File: config.mk
export PLATFORM = sky130hd
export DESIGN_NAME = message_extract
export DESIGN_NICKNAME = d
export VERILOG_FILES = /design/src/rtl/message_extract.sv
export SDC_FILE = /design/constraint.sdc
export NUM_CORES = 1
export LEC_CHECK = 0
export ABC_AREA = 1
export ABC_CLOCK_PERIOD_IN_PS = 4800
export BUFFER_PORTS_ARGS = -buffer_cell sky130_fd_sc_hd__buf_2
export CORE_ASPECT_RATIO = 0.6
export CORE_UTILIZATION = 40
export DETAILED_ROUTE_END_ITERATION = 10
export MAX_ROUTING_LAYER = met4
export PLACE_DENSITY_LB_ADDON = 0.05
export SETUP_SLACK_MARGIN = 0.3
export SLEW_MARGIN = 10
export SYNTH_ARGS = -nofsm -noshare
export SYNTH_HDL_FRONTEND = slang
export SYNTH_SLANG_ARGS = --single-unit
File: constraint.sdc
create_clock -name clk -period 4.8 [get_ports clk]
set_clock_uncertainty 0.1 [all_clocks]
set_input_delay 0.24 -clock clk [delete_from_list [all_inputs] [get_ports clk]]
set_output_delay 0.24 -clock clk [all_outputs]
set_load 0.02 [all_outputs]
File: src/rtl/message_extract.sv
// Stego message extractor: gathers the LSBs of odd/even RGB pixel pairs, parses a length header
// and queues payload bytes in a show-ahead FIFO. Define EXTRACT_CHECKSUM_EN to add an XOR check byte.
module message_extract #(
  parameter int FIFO_DEPTH = 4
) (
  input  logic       clk,
  input  logic       HRESET,
  input  logic       start,
  input  logic       pix_valid,
  output logic       pix_ready,
  input  logic [7:0] R_O,
  input  logic [7:0] R_E,
  input  logic [7:0] G_O,
  input  logic [7:0] G_E,
  input  logic [7:0] B_O,
  input  logic [7:0] B_E,
  output logic [7:0] msg_data,
  output logic       msg_valid,
  input  logic       msg_ready,
  output logic [7:0] msg_len,
  output logic       busy,
  output logic       extract_done,
  output logic       chk_err
);

  localparam int          AW        = $clog2(FIFO_DEPTH);
  localparam logic [AW:0] DEPTH_CNT = (AW+1)'(FIFO_DEPTH);

  typedef enum logic [2:0] {
    S_IDLE,
    S_HEADER,
    S_PAYLOAD,
`ifdef EXTRACT_CHECKSUM_EN
    S_CHECK,
`endif
    S_DONE
  } state_e;

`ifdef EXTRACT_CHECKSUM_EN
  localparam state_e S_TAIL = S_CHECK;
`else
  localparam state_e S_TAIL = S_DONE;
`endif

  state_e      state_q, state_d;
  logic [12:0] acc_q, acc_d;
  logic [3:0]  cnt_q, cnt_d;
  logic [7:0]  len_q, len_d;
  logic [7:0]  byte_cnt_q, byte_cnt_d;
  logic        busy_q, busy_d;
  logic        done_q, done_d;
`ifdef EXTRACT_CHECKSUM_EN
  logic [7:0]  xor_q, xor_d;
  logic        chk_q, chk_d;
`endif

  logic [7:0]  mem_q [FIFO_DEPTH];
  logic [AW-1:0] wr_ptr_q, wr_ptr_d, rd_ptr_q, rd_ptr_d;
  logic [AW:0] fill_q, fill_d;
  logic        fifo_full, fifo_empty, push, pop;

  logic        beat, byte_rdy;
  logic [5:0]  bits6;
  logic [12:0] acc_sh, shifted;
  logic [3:0]  cnt_sh;
  logic [7:0]  new_byte;

  assign fifo_full  = (fill_q == DEPTH_CNT);
  assign fifo_empty = (fill_q == '0);
  assign pix_ready  = busy_q & ~fifo_full;
  assign beat       = pix_valid & pix_ready;
  assign pop        = ~fifo_empty & msg_ready;

  // Oldest bit sits highest; the accumulator never holds more than 7 bits between beats.
  assign bits6    = {R_O[0], R_E[0], G_O[0], G_E[0], B_O[0], B_E[0]};
  assign acc_sh   = {acc_q[6:0], bits6};
  assign cnt_sh   = cnt_q + 4'd6;
  assign shifted  = acc_sh >> (cnt_sh - 4'd8);
  assign new_byte = shifted[7:0];
  assign byte_rdy = beat && (cnt_sh >= 4'd8);

  // NOTE: every always_comb output gets a default first so no latch is inferred.
  always_comb begin
    state_d    = state_q;
    acc_d      = acc_q;
    cnt_d      = cnt_q;
    len_d      = len_q;
    byte_cnt_d = byte_cnt_q;
    push       = 1'b0;
`ifdef EXTRACT_CHECKSUM_EN
    xor_d      = xor_q;
    chk_d      = chk_q;
`endif
    if (beat) begin
      acc_d = acc_sh;
      cnt_d = byte_rdy ? (cnt_sh - 4'd8) : cnt_sh;
    end
    case (state_q)
      S_IDLE: begin
        if (start) begin
          state_d    = S_HEADER;
          acc_d      = '0;
          cnt_d      = '0;
          byte_cnt_d = '0;
`ifdef EXTRACT_CHECKSUM_EN
          xor_d      = '0;
          chk_d      = 1'b0;
`endif
        end
      end
      S_HEADER: begin
        if (byte_rdy) begin
          len_d   = new_byte;
          state_d = (new_byte == 8'd0) ? S_TAIL : S_PAYLOAD;
        end
      end
      S_PAYLOAD: begin
        if (byte_rdy) begin
          push       = 1'b1;
          byte_cnt_d = byte_cnt_q + 8'd1;
`ifdef EXTRACT_CHECKSUM_EN
          xor_d      = xor_q ^ new_byte;
`endif
          if (byte_cnt_q + 8'd1 == len_q) state_d = S_TAIL;
        end
      end
`ifdef EXTRACT_CHECKSUM_EN
      S_CHECK: begin
        if (byte_rdy) begin
          chk_d   = (new_byte != xor_q);
          state_d = S_DONE;
        end
      end
`endif
      S_DONE: begin
        acc_d   = '0;
        cnt_d   = '0;
        state_d = S_IDLE;
      end
      default: state_d = S_IDLE;
    endcase

    busy_d = (state_d == S_HEADER) || (state_d == S_PAYLOAD);
`ifdef EXTRACT_CHECKSUM_EN
    if (state_d == S_CHECK) busy_d = 1'b1;
`endif
    done_d = (state_d == S_DONE);
  end

  always_comb begin
    wr_ptr_d = push ? wr_ptr_q + AW'(1) : wr_ptr_q;
    rd_ptr_d = pop  ? rd_ptr_q + AW'(1) : rd_ptr_q;
    fill_d   = fill_q;
    if (push && !pop)      fill_d = fill_q + (AW+1)'(1);
    else if (!push && pop) fill_d = fill_q - (AW+1)'(1);
  end

  always_ff @(posedge clk or posedge HRESET) begin
    if (HRESET) begin
      state_q    <= S_IDLE;
      acc_q      <= '0;
      cnt_q      <= '0;
      len_q      <= '0;
      byte_cnt_q <= '0;
      busy_q     <= 1'b0;
      done_q     <= 1'b0;
      wr_ptr_q   <= '0;
      rd_ptr_q   <= '0;
      fill_q     <= '0;
`ifdef EXTRACT_CHECKSUM_EN
      xor_q      <= '0;
      chk_q      <= 1'b0;
`endif
    end else begin
      state_q    <= state_d;
      acc_q      <= acc_d;
      cnt_q      <= cnt_d;
      len_q      <= len_d;
      byte_cnt_q <= byte_cnt_d;
      busy_q     <= busy_d;
      done_q     <= done_d;
      wr_ptr_q   <= wr_ptr_d;
      rd_ptr_q   <= rd_ptr_d;
      fill_q     <= fill_d;
`ifdef EXTRACT_CHECKSUM_EN
      xor_q      <= xor_d;
      chk_q      <= chk_d;
`endif
    end
  end

  // NOTE: FIFO storage is not reset; the empty flag masks stale contents on msg_data.
  always_ff @(posedge clk) begin
    if (push) mem_q[wr_ptr_q] <= new_byte;
  end

  assign msg_valid    = ~fifo_empty;
  assign msg_data     = fifo_empty ? 8'h00 : mem_q[rd_ptr_q];
  assign msg_len      = len_q;
  assign busy         = busy_q;
  assign extract_done = done_q;
`ifdef EXTRACT_CHECKSUM_EN
  assign chk_err      = chk_q;
`else
  assign chk_err      = 1'b0;
`endif

  logic unused_bits;
  assign unused_bits = ^{R_O[7:1], R_E[7:1], G_O[7:1], G_E[7:1], B_O[7:1], B_E[7:1], shifted[12:8]};

endmodule

### Yosys cells after proc, flatten, opt, wreduce, memory -nomap -nowiden

Memories as Yosys holds them, arrays and structs flattened.
Cells that the tools add are included.

* register bits after elaboration: 45
* memory bits (writable): 32
* output and inout port bits: 21
* word-level logic and storage cells: 71
* memories: 1

* add/sub/neg operators: 7
* order comparisons: 1
* equality and inequality tests: 10
* shifts and indexed selects: 1
* multiplexer cells: 23
* bitwise logic cells: 5
* reduce and logical (&&, ||, !) cells: 13

Memory list
* mem_q: words 4, width 8, rd ports 1, clocked after Yosys merged registers in 0, write ports 1, line 57 `logic [7:0] mem_q [FIFO_DEPTH];`

Operators with widths (count)
* two-way mux 13 bit: 2
* case mux 13 bit (2 select lines): 1
* two-way mux 8 bit: 3
* two-way mux 3 bit: 6
* case mux 8 bit (2 select lines): 1
* right shift 13 x 4 -> 8 bit: 1
* == test 3 x 2 -> 1 bit, second input constant: 4
* two-way mux 4 bit: 3
* case mux 3 bit (3 select lines): 1
* adder 8 x 1 -> 8 bit, second input constant: 1
* == test 8 bit: 1
* zero test 8 bit: 1
* case mux 4 bit (2 select lines): 1
* == test 3 x 1 -> 1 bit, second input constant: 2
* zero test 3 bit: 2
* two-way mux 1 bit: 5
* adder 2 x 1 -> 2 bit, second input constant: 2
* adder 4 x 3 -> 4 bit, second input constant: 1
* >= comparator 4 bit, second input constant: 1
* != test 2 bit, second input constant: 2
* nonzero test 2 bit: 2
* subtractor 4 bit, second input constant: 1
* adder 3 x 1 -> 3 bit, second input constant: 1
* AND 1 bit: 3
* other kinds (8): 12

### Logic depth before layout (Yosys ltp)

* word-level depth: 11
* gate-level depth with buffers: 16

### Worst setup path after synthesis

OpenSTA, ideal clock, no wires.

* kind: flip-flop to flip-flop
* from: register cnt_q[1]
* to: register fill_q[2]
* setup time: 0.131 ns
* arrival: 2.328 ns
* required time: 4.569 ns
* setup slack: 2.241 ns
* stages on the path, launching flop included: 17
* clock period less this slack: 2.559 ns
* cell sequence: dfrtp_1 inv_2 buf_6 ha_1 inv_1 nand2_1 nand2_4 inv_2 nor2_4 nand2_2 inv_2 ha_1 inv_1 fa_1 a21oi_1 o21ai_0 xor2_1

* cells in the longest elaborated chain, start to end: 8
* elaborated cells between the ends (all ways): 10
* those cells by class: add/sub: 1; order compare: 1; mux: 3; reduce/logical: 5

Ends and longest elaborated chain
* from (decl): line 47 `logic [3:0] cnt_q, cnt_d;`
* from (signal assigned): line 177 `cnt_q <= cnt_d;`
* adder 4 x 3 -> 4 bit *: line 77 `assign cnt_sh = cnt_q + 4'd6;`
* >= comparator 4 bit *: line 80 `assign byte_rdy = beat && (cnt_sh >= 4'd8);`
* logical AND 1 bit *: line 80
* two-way mux 1 bit *: line 118 `if (byte_rdy) begin`
* two-way mux 1 bit *: line 98 `case (state_q)`
* via push: line 60 `logic fifo_full, fifo_empty, push, pop;`
* zero test 1 bit: line 155 `else if (!push && pop) fill_d = fill_q - (AW+1)'(1);`
* logical AND 1 bit: line 155
* nonzero test 2 bit (no line)
* to (signal assigned): line 184 `fill_q <= fill_d;`
* to (decl): line 59 `logic [AW:0] fill_q, fill_d;`

The timed path passes the listed nets; every way through them passes the cells marked *.
A chain may end at the register's enable or synchronous reset.

### Worst setup path after layout

Ends and elaborated chain as after synthesis.

==> flow_summary.json <==
{
  "status": "complete, but fails checks",
  "violations": "design-rule violations",
  "synthAdderAreaFrac_pct": 2.97,
  "p_seq_share_pct": 32.7,
  "wl_um": 8310,
  "grt_pass1_wl_um": 13400,
  "place.gp.congestion": 0.865,
  "htree_levels": 3,
  "worstPathArrival_ns": 3.47,
  "internal_power_mw": 1.70,
  "drt_iter0_drc": 152,
  "synthSimpleGateAreaFrac_pct": 25.5,
  "p_leak_nw": 1.93,
  "p_comb_share_pct": 38.2,
  "dpl_cell_area_sq_um": 3860,
  "async_flop_share_pct": 54.3,
  "timing.slew.headroom_pct": 42.1,
  "synthXorXnorAreaFrac_pct": 1.45,
  "met1Wirelength_um": 4440,
  "num_rows": 26,
  "path_clk_slew_ns": 0.06,
  "drcViolationCount": 6,
  "numCtsBuffers": 9,
  "die_w_um": 125,
  "vias": 2756,
  "switching_share_pct": 39.8,
  "crit_path_end_kind": "flip-flop",
  "setup-tns-final_ns": 0,
  "initial_core_util_pct": 41.8,
  "design.die.area_sq_um": 9440,
  "synth_cells": 412,
  "dp.cells": 546,
  "synth.top_cells.by_area": "edfxtp_1 (27%), dfrtp_1 (26%), nand2_1 (8.1%)",
  "finalPower_mw": 2.82,
  "routed.top_layer": "met4",
  "fp.dieH_um": 75.7,
  "hp-class": "input pin to flip-flop",
  "postSynthAreaPerCell_sq_um": 8.78,
  "diodes": 0,
  "cp_top_family": "adder cells",
  "min_from": "msg_ready",
  "hold_viol": 0,
  "grt_start_max_net_pins": 39,
  "io_buffers": 30,
  "cp_data_required_time_ns": 4.91,
  "grt_pass1_vias": 2592,
  "ys.flop_type": "dfrtp_1",
  "whs_path_depth": 3,
  "stdcell_area_sq_um": 4240,
  "finalNonFillerCells": 563,
  "path_buf_inv": 5,
  "synth.distinct_cells": 39,
  "yosysSeqAreaShare_pct": 52.8,
  "core-area_sq_um": 8650,
  "crit_path_cell_trace": "inv_2, ha_1, inv_1, nand2_1, nand2_4, inv_2, nor2_4, nand2_2, inv_2, ha_1, inv_1, fa_1, a21oi_1, o21ai_0, xor2_1",
  "start_kind": "flip-flop",
  "wl_per_cell_um": 14.8,
  "hpwl_um": 5890,
  "num-nets-final": 507,
  "cts_setup_buffers": 0,
  "track_usage_pct": 19.9,
  "path_class": "flip-flop to flip-flop",
  "fmax_ghz": 0.297,
  "setup_ws_ns": 1.44,
  "synth_top_cell_by_area": "edfxtp_1",
  "setup_viol": 0,
  "tightest_slew_ns": 0.866,
  "grt.overflow.total": 0,
  "netlist_area_sq_um": 3620,
  "crit_fanout": 15,
  "yosysWarnings": 0,
  "whs_endpoint": "rd_ptr_q[0]$_DFFE_PP0P_",
  "reg2reg_to": "fill_q[2]$_DFFE_PP0P_",
  "r2r_cells": 15,
  "crit_slowest_cell": "dfrtp_1",
  "ant_nets": 0,
  "pwr-share-clk_pct": 29.2,
  "clock_latency_ns": 0.33,
  "antenna_found_initial": 0,
  "post-place-ws_ns": 1.42,
  "synth_compound_area_share_pct": 9.68,
  "drtPass1Iterations": 7,
  "cp_slowest_stage_delay_ns": 0.64,
  "ios": 74,
  "synth_top_area_share_pct": 26.6,
  "n_fill_cell": 838,
  "syn2layout_area_growth_pct": 17.1,
  "period_needed_ns": 3.36,
  "synth-edff-count": 32,
  "finalCritPeriodShare_pct": 70.1,
  "synthMuxAreaShare_pct": 0.311,
  "hold_ws_ns": 0.0823,
  "ir_drop_uv": 216,
  "cts-resized-gates": 0,
  "rsz0062_at_grt": "false",
  "p_sw_mw": 1.12,
  "synth_top_family_by_area": "simple AND/OR/NAND/NOR gates",
  "clock_sinks": 70,
  "routed-wl-met3_um": 392,
  "crit_top_cell": "inv_2",
  "cts_tree": "yes",
  "final_max_slew_viol_count": 0,
  "rrSetupSlack_ns": 1.44,
  "synth-seq-cells": 70,
  "cts_root_buffer": "clkbuf_16",
  "r2r-start": "cnt_q[1]$_DFF_PP0_",
  "drt-vias-per-instance": 4.90,
  "met2_length_um": 3390,
  "drive_above_1_share_pct": 17.3,
  "utilization_pct": 49.0,
  "clock_path_buffers": 2,
  "max_cap_viol_count": 0,
  "cellPowerDensity_nw_per_um2": 667
}
-- cell families (layout without fill, tap and decap cells) --
family | count (synthesis) | after routing
AND/OR/NAND/NOR | 205 | 205
flip-flops | 70 | 70
buffers and inverters | 62 | 100
AO/OA/AOI/OAI | 59 | 59
adder cells (fa/ha/maj) | 8 | 8
XOR/XNOR | 6 | 6
other | 1 | 2
multiplexers | 1 | 1
-- placed cells by master, fill, tap and decap left out, types with 2 or more instances in the layout --
cell type,instances
conb_1,2
nand2_1,78
xor2_1,5
buf_2,30
nor2_1,64
nand3_1,37
a21oi_1,12
nand3_2,4
nand2_4,2
inv_1,46
a211oi_1,8
dfrtp_1,38
and2_1,2
nand2_2,10
inv_2,5
edfxtp_1,32
o21ai_1,4
clkbuf_16,9
bufinv_16,4
o22ai_1,5
o21ai_2,2
ha_1,7
nor2_2,3
o21ai_0,24
-- power groups by stage --
| stage | sequential (mW) | combinational, mW | clock (mW) |
|---|---|---|---|
| floorplan | 0.896 | 0.814 | 0 |
| global placement | 0.935 | 1.06 | 0 |
| detailed placement | 0.936 | 1.08 | 0 |
| CTS | 0.924 | 1.09 | 0.839 |
| global route | 0.941 | 1.22 | 0.864 |
| finish | 0.923 | 1.08 | 0.824 |
-- cell usage after synthesis (2+ instances only) --
master	number
a211oi_1	8
a21oi_1	12
and2_1	2
buf_1	2
buf_4	2
clkbuf_1	4
dfrtp_1	38
edfxtp_1	32
ha_1	7
inv_1	46
inv_2	5
nand2_1	78
nand2_2	10
nand2_4	2
nand3_1	37
nand3_2	4
nor2_1	64
nor2_2	3
o21ai_0	24
o21ai_1	4
o21ai_2	2
o22ai_1	5
xor2_1	5
-- worst max-delay path by stage --
stage	startpoint	end	slack (ns)	cells after the start
final	cnt_q[1]$_DFF_PP0_	fill_q[2]$_DFFE_PP0P_	1.44	15
after global routing	cnt_q[1]$_DFF_PP0_	fill_q[2]$_DFFE_PP0P_	1.14	15
after CTS	cnt_q[1]$_DFF_PP0_	fill_q[2]$_DFFE_PP0P_	1.41	15
after detailed placement	cnt_q[1]$_DFF_PP0_	fill_q[2]$_DFFE_PP0P_	1.42	15
after global placement	cnt_q[1]$_DFF_PP0_	fill_q[2]$_DFFE_PP0P_	1.47	15
after floorplan	cnt_q[1]$_DFF_PP0_	fill_q[2]$_DFFE_PP0P_	2.24	16
-- registers in the layout, summed over array words and instances, names as in the netlist --
| signal | flops |
|---|---|
| acc_q | 7 |
| busy | 1 |
| byte_cnt_q | 8 |
| cnt_q | 3 |
| extract_done | 1 |
| fill_q | 3 |
| mem_q | 32 |
| msg_len | 8 |
| rd_ptr_q | 2 |
| state_q | 3 |
| wr_ptr_q | 2 |
-- tightest hold or removal path, cell delays in order --
cell and delay [ns]:
buf_2 0.08, a21oi_1 0.05, nor2_1 0.09
-- metal layers --
metal / global-route usage [%] / vias up
met4: 5.35 / 0
met1: 28.6 / 1279
li1: - / 1415
met2: 27.5 / 52
met3: 5.20 / 10
met5: - / -
-- timing repair --
item                                    CTS  global route
hold endpoints to repair                 38             0
endpoints found under the setup margin    0             0
hold buffers                              1             0
-- cell type report --
type	count	area (sq um)	share of cell area, %
clock buffer	9	225	5.31
clock inverter	7	145	3.42
inverter	52	195	4.61
multi-input combinational	281	1450	34.3
sequential	70	1910	45.1
tap	112	140	3.31
timing repair buffer	32	168	3.96
No activity file was read; power rests on OpenSTA's default activity.
